==> config.mk <==
export PLATFORM = sky130hd
export DESIGN_NAME = imm_gen_pipe
export DESIGN_NICKNAME = d
export VERILOG_FILES = /design/src/rtl/imm_pkg.sv /design/src/rtl/imm_decode_core.sv /design/src/rtl/imm_gen_pipe.sv
export SDC_FILE = /design/constraint.sdc
export NUM_CORES = 1
export LEC_CHECK = 0
export BUFFER_PORTS_ARGS = -buffer_cell sky130_fd_sc_hd__buf_2
export CAP_MARGIN = 20
export CORE_AREA = 3 3 117 119
export DETAILED_ROUTE_END_ITERATION = 7
export DIE_AREA = 0 0 120 122
export GPL_ROUTABILITY_DRIVEN = 0
export PLACE_DENSITY_LB_ADDON = 0.3
export SETUP_SLACK_MARGIN = 0.15
export SYNTH_ARGS = -nofsm -noshare
export SYNTH_HDL_FRONTEND = slang
export SYNTH_SLANG_ARGS = --single-unit
==> constraint.sdc <==
create_clock -name clk -period 12.2 [get_ports clk]
set_input_delay 0.61 -clock clk [delete_from_list [all_inputs] [get_ports clk]]
set_output_delay 0.61 -clock clk [all_outputs]
set_load 0.05 [all_outputs]
==> src/rtl/imm_pkg.sv <==
// imm_pkg: format encoding and RISC-V opcode constants shared by the immediate generator.
package imm_pkg;
  typedef enum logic [2:0] {
    FMT_R   = 3'd0,
    FMT_I   = 3'd1,
    FMT_S   = 3'd2,
    FMT_B   = 3'd3,
    FMT_U   = 3'd4,
    FMT_J   = 3'd5,
    FMT_Z   = 3'd6,
    FMT_ILL = 3'd7
  } fmt_t;
  localparam logic [6:0] OP_LOAD   = 7'b0000011;
  localparam logic [6:0] OP_IMM    = 7'b0010011;
  localparam logic [6:0] OP_JALR   = 7'b1100111;
  localparam logic [6:0] OP_FENCE  = 7'b0001111;
  localparam logic [6:0] OP_SYSTEM = 7'b1110011;
  localparam logic [6:0] OP_IMM32  = 7'b0011011;
  localparam logic [6:0] OP_STORE  = 7'b0100011;
  localparam logic [6:0] OP_BRANCH = 7'b1100011;
  localparam logic [6:0] OP_LUI    = 7'b0110111;
  localparam logic [6:0] OP_AUIPC  = 7'b0010111;
  localparam logic [6:0] OP_JAL    = 7'b1101111;
  localparam logic [6:0] OP_OP     = 7'b0110011;
  localparam logic [6:0] OP_OP32   = 7'b0111011;
endpackage

==> src/rtl/imm_decode_core.sv <==
// imm_decode_core: combinational instruction-format classification and immediate extraction.
module imm_decode_core
  import imm_pkg::*;
#(
  parameter int XLEN     = 32,
  parameter bit EN_ZICSR = 1'b1
) (
  input  logic [31:0]     i_instr,
  output logic [XLEN-1:0] o_imm,
  output fmt_t            o_fmt
);
  localparam bit RV64 = (XLEN == 64);
  logic [6:0]  w_op;
  logic [31:0] w_i, w_s, w_b, w_u, w_j, w_imm32;
  assign w_op = i_instr[6:0];
  assign w_i  = {{20{i_instr[31]}}, i_instr[31:20]};
  assign w_s  = {{20{i_instr[31]}}, i_instr[31:25], i_instr[11:7]};
  assign w_b  = {{19{i_instr[31]}}, i_instr[31], i_instr[7], i_instr[30:25], i_instr[11:8], 1'b0};
  assign w_u  = {i_instr[31:12], 12'b0};
  assign w_j  = {{11{i_instr[31]}}, i_instr[31], i_instr[19:12], i_instr[20], i_instr[30:21], 1'b0};
  always_comb begin
    o_fmt = FMT_ILL;
    if (i_instr[1:0] == 2'b11)
      case (w_op)
        OP_LOAD, OP_IMM, OP_JALR, OP_FENCE: o_fmt = FMT_I;
        OP_SYSTEM: o_fmt = (i_instr[14] && EN_ZICSR) ? FMT_Z : FMT_I;
        OP_IMM32:  o_fmt = RV64 ? FMT_I : FMT_ILL;
        OP_STORE:  o_fmt = FMT_S;
        OP_BRANCH: o_fmt = FMT_B;
        OP_LUI, OP_AUIPC: o_fmt = FMT_U;
        OP_JAL:    o_fmt = FMT_J;
        OP_OP:     o_fmt = FMT_R;
        OP_OP32:   o_fmt = RV64 ? FMT_R : FMT_ILL;
        default:   o_fmt = FMT_ILL;
      endcase
  end
  assign w_imm32 = (o_fmt == FMT_I) ? w_i :
                   (o_fmt == FMT_S) ? w_s :
                   (o_fmt == FMT_B) ? w_b :
                   (o_fmt == FMT_U) ? w_u :
                   (o_fmt == FMT_J) ? w_j : 32'd0;
  // All signed formats fit in 32 bits, so one sign-extension covers both XLENs.
  assign o_imm = (o_fmt == FMT_Z) ? XLEN'(i_instr[19:15]) : XLEN'($signed(w_imm32));
endmodule

==> src/rtl/imm_gen_pipe.sv <==
// imm_gen_pipe: one-cycle immediate generator with valid/ready handshake, skid buffer
// and a saturating illegal-instruction counter.
module imm_gen_pipe
  import imm_pkg::*;
#(
  parameter int XLEN     = 32,
  parameter bit EN_ZICSR = 1'b1
) (
  input  logic            clk,
  input  logic            rst,
  input  logic            in_valid,
  output logic            in_ready,
  input  logic [31:0]     in_instr,
  output logic            out_valid,
  input  logic            out_ready,
  output logic [31:0]     out_instr,
  output logic [XLEN-1:0] out_imm,
  output logic [2:0]      out_fmt,
  output logic [15:0]     illegal_cnt
);
  logic [XLEN-1:0] w_imm;
  fmt_t            w_fmt;
  logic            w_in_fire, w_out_load, w_skid_load, w_skid_next;
  logic            r_in_ready, r_out_valid, r_skid_valid;
  logic [31:0]     r_out_instr, r_skid_instr;
  logic [XLEN-1:0] r_out_imm, r_skid_imm;
  fmt_t            r_out_fmt, r_skid_fmt;
  logic [15:0]     r_illegal_cnt;
  imm_decode_core #(.XLEN(XLEN), .EN_ZICSR(EN_ZICSR)) u_core (
    .i_instr (in_instr),
    .o_imm   (w_imm),
    .o_fmt   (w_fmt)
  );
  assign w_in_fire   = in_valid && r_in_ready;
  assign w_out_load  = !r_out_valid || out_ready;
  // in_ready is only high with the skid empty, so the skid never overflows.
  assign w_skid_load = w_in_fire && !w_out_load;
  assign w_skid_next = r_skid_valid ? !w_out_load : w_skid_load;
  always_ff @(posedge clk or posedge rst) begin
    if (rst) begin
      r_in_ready    <= 1'b0;
      r_out_valid   <= 1'b0;
      r_out_instr   <= '0;
      r_out_imm     <= '0;
      r_out_fmt     <= FMT_R;
      r_skid_valid  <= 1'b0;
      r_skid_instr  <= '0;
      r_skid_imm    <= '0;
      r_skid_fmt    <= FMT_R;
      r_illegal_cnt <= '0;
    end else begin
      if (w_out_load) begin
        r_out_valid <= r_skid_valid || w_in_fire;
        if (r_skid_valid) begin
          r_out_instr <= r_skid_instr;
          r_out_imm   <= r_skid_imm;
          r_out_fmt   <= r_skid_fmt;
        end else if (w_in_fire) begin
          r_out_instr <= in_instr;
          r_out_imm   <= w_imm;
          r_out_fmt   <= w_fmt;
        end
      end
      if (w_skid_load) begin
        r_skid_instr <= in_instr;
        r_skid_imm   <= w_imm;
        r_skid_fmt   <= w_fmt;
      end
      r_skid_valid <= w_skid_next;
      r_in_ready   <= !w_skid_next;
      if (w_in_fire && w_fmt == FMT_ILL && r_illegal_cnt != 16'hFFFF)
        r_illegal_cnt <= r_illegal_cnt + 16'd1;
    end
  end
  assign in_ready    = r_in_ready;
  assign out_valid   = r_out_valid;
  assign out_instr   = r_out_instr;
  assign out_imm     = r_out_imm;
  assign out_fmt     = r_out_fmt;
  assign illegal_cnt = r_illegal_cnt;
endmodule

==> reports/results.txt <==
Drt wl/cell -> 17.4 um
Core ar. -> 12700 sq um
Die height -> 122 um
Sink Count -> 153
Hold Violations, Final -> 0
Leakage -> 4.09 nW
Final Skew -> 0.0110 ns
M2 GR Usage -> 0.390
Area leader, netlist -> dfrtp_1
Cts bufs inserted -> 17
Max VDD drop -> 0.000183 V
Setup ws final -> 9.35 ns
Seq/Total Area, Yosys -> 0.549
TNS Setup -> 0 ns
Post-CTS setup buffer count -> 0
Yosys Warn Count -> 0
Reg2reg end -> out_imm[10]
Max-cap violation count -> 0
Yosys cell types -> 58
First-pass GRT wire length -> 28.2 mm
EDFF count, synth -> 0
I/O pin count -> 121
Pre-CTS setup slack -> 8.89 ns
M1 GR Usage -> 0.323
Post-synth top cells -> nand2_1, dfrtp_1, o21ai_0
Count of buffers from port buffering -> 120
Top-count cell post-synth -> nand2_1
Post-CTS sizing -> 0
Via count -> 5641
Number of routed nets with antenna violations -> 0
Critical path class -> in -> reg
# hold bufs at CTS -> 0
Critical path's slowest cell -> o41a_1
Mean Syn Cell Area -> 9.91 sq um
CTS tree -> yes
First-pass DRT Iterations -> 6
Slew Limit Fails -> 0
Diodes inserted -> 0
# DRC -> 0
Fin util -> 0.655
Cells along the critical path -> buf_2 -> or3b_2 -> nor3_1 -> o41a_1 -> a221oi_1 -> a21o_1
Async SR Flop Fraction -> 1.00
Mapped cell area -> 6980 sq um
WP data arrival -> 3.17 ns
Slew margin rel. -> 0.256
Share of the synthesized area in the top cell type -> 0.549
Clk buf depth -> 2
Site row count -> 41
Final nets -> 839
Cell Pwr Density -> 214 nW/um^2
Reg2reg setup slack -> 9.74 ns
Most used routing layer -> met2
Vias in the first global route -> 5495
Initial antenna violation count -> 0
All-Layer GR Usage -> 0.244
HPWL after DPL -> 11.2 mm
Die X -> 120 um
Dpl cell area -> 7600 sq um
H-tree Lvls -> 4
Slew @ Worst Pin -> 1.12 ns
Syn_nets -> 741
Req. time, crit path -> 12.52 ns
Final instance area -> 8300 sq um
Final period util -> 0.234
Initial Util -> 0.551
Status -> finished clean
Grt ovf -> 0
Drt total wl -> 17.2 mm
Initial DRC Count -> 542
Number of synthesized register bits -> 153
Share of layout cells above drive strength 1 -> 0.226
R2r startpoint -> r_skid_valid
Max incr delay on CP -> 0.94 ns
Fmax -> 350 MHz
RSZ-0062 raised after global routing -> no
Post-synth top flop -> dfrtp_1
R2R cell count -> 5
Hold Path Class -> in -> async
Largest net degree at the start of global routing -> 116
Area contributors post-synth -> dfrtp_1, nand2_1, o21ai_0, mux2i_1, a221oi_2
Worst-path clk slew -> 0.06 ns
Synth-to-Final Area Change -> 19.0%
Total die area -> 14600 sq um
Setup crit start kind -> input port
CP endpoint kind -> register
Clock root cell -> clkbuf_16
Gate Count Post-Synth -> 704
# setup viols final -> 0
Fin crit period -> 2.85 ns
Clk Latency, worst-skew pair -> 0.43 ns
Met3 usage -> 0.0669
Via density per instance -> 5.72
Top fanout value on the critical path -> 18
## per-layer routing
metal,share of wire,wire length [um],up-vias
li1,-,-,2635
met1,0.43,7390,2793
met2,0.50,8540,189
met3,0.061,1050,24
met4,0.014,235,0
met5,0,0,-
## report_power, final
| part | internal (W) | switching (W) |
|---|---|---|
| clock network | 0.000388 | 0.000202 |
| registers | 0.000617 | 0.0000639 |
| logic | 0.000125 | 0.000380 |
## metrics by stage
stage	instances	total power [W]	hold slack [ns]
after floorplan	704	0.00107	0.442
after global placement	954	0.00117	0.455
after detailed placement	954	0.00119	0.463
after CTS	986	0.00178	0.337
after global routing	987	0.00186	0.362
final	987	0.00178	0.300
## flip-flops by register name, indices dropped and copies added (netlist names)
name	count
r_skid_instr	32
r_skid_imm	32
out_imm	32
out_fmt	3
in_ready	1
out_instr	32
illegal_cnt	16
r_skid_fmt	3
out_valid	1
r_skid_valid	1
## worst max-delay path: cells and delay by family
| kind | cells | cell delay (ns) |
|---|---|---|
| AND/OR/NAND/NOR | 2 | 0.95 |
| AO/OA/AOI/OAI | 3 | 1.39 |
| buffers and inverters | 1 | 0.22 |
## worst max-delay path by stage
stage,from,endpoint,cells after the start
final,in_instr[4],out_imm[27],6
after floorplan,rst,illegal_cnt[0],1
after global routing,in_instr[4],out_imm[27],6
after CTS,in_instr[4],out_imm[27],6
after global placement,in_instr[4],out_imm[23],6
after detailed placement,in_instr[4],out_imm[27],6
## layout make-up
class / instances / area (sq um)
Multi-Input combinational cell: 478 / 2820
Sequential cell: 153 / 3830
Inverter: 27 / 106
Clock inverter: 12 / 221
Timing Repair Buffer: 125 / 658
Clock buffer: 20 / 447
Tap cell: 172 / 215
Fill cell: 1020 / 4370
## cells in the final DEF, fill, tap and decap left out, types with 7 or more instances in the layout
| cell | Yosys | final |
|---|---|---|
| buf_2 | 3 | 120 |
| inv_1 | 26 | 25 |
| and3_1 | 10 | 10 |
| a21oi_1 | 19 | 19 |
| nor2_1 | 10 | 9 |
| a221oi_2 | 10 | 10 |
| xnor2_1 | 12 | 12 |
| a22oi_1 | 18 | 18 |
| nand2_1 | 181 | 179 |
| a21o_1 | 19 | 19 |
| nand3_1 | 18 | 18 |
| dfrtp_1 | 153 | 152 |
| o21ai_0 | 75 | 75 |
| a221oi_1 | 8 | 8 |
| clkbuf_16 | 0 | 17 |
| mux2i_1 | 32 | 32 |
| o211ai_1 | 7 | 7 |
## cells by family after synthesis
| logic type | Yosys count | share of synthesized area |
|---|---|---|
| muxes | 35 | 0.0508 |
| and+or+nand+nor | 249 | 0.157 |
| xor gates and xnor gates | 15 | 0.0188 |
| adders and majority gates | 1 | 0.00179 |
| buffers and inverters | 73 | 0.0486 |
| AOI/OAI and AO/OA | 178 | 0.174 |
| DFF | 153 | 0.549 |
No activity file was read; power rests on OpenSTA's default activity.
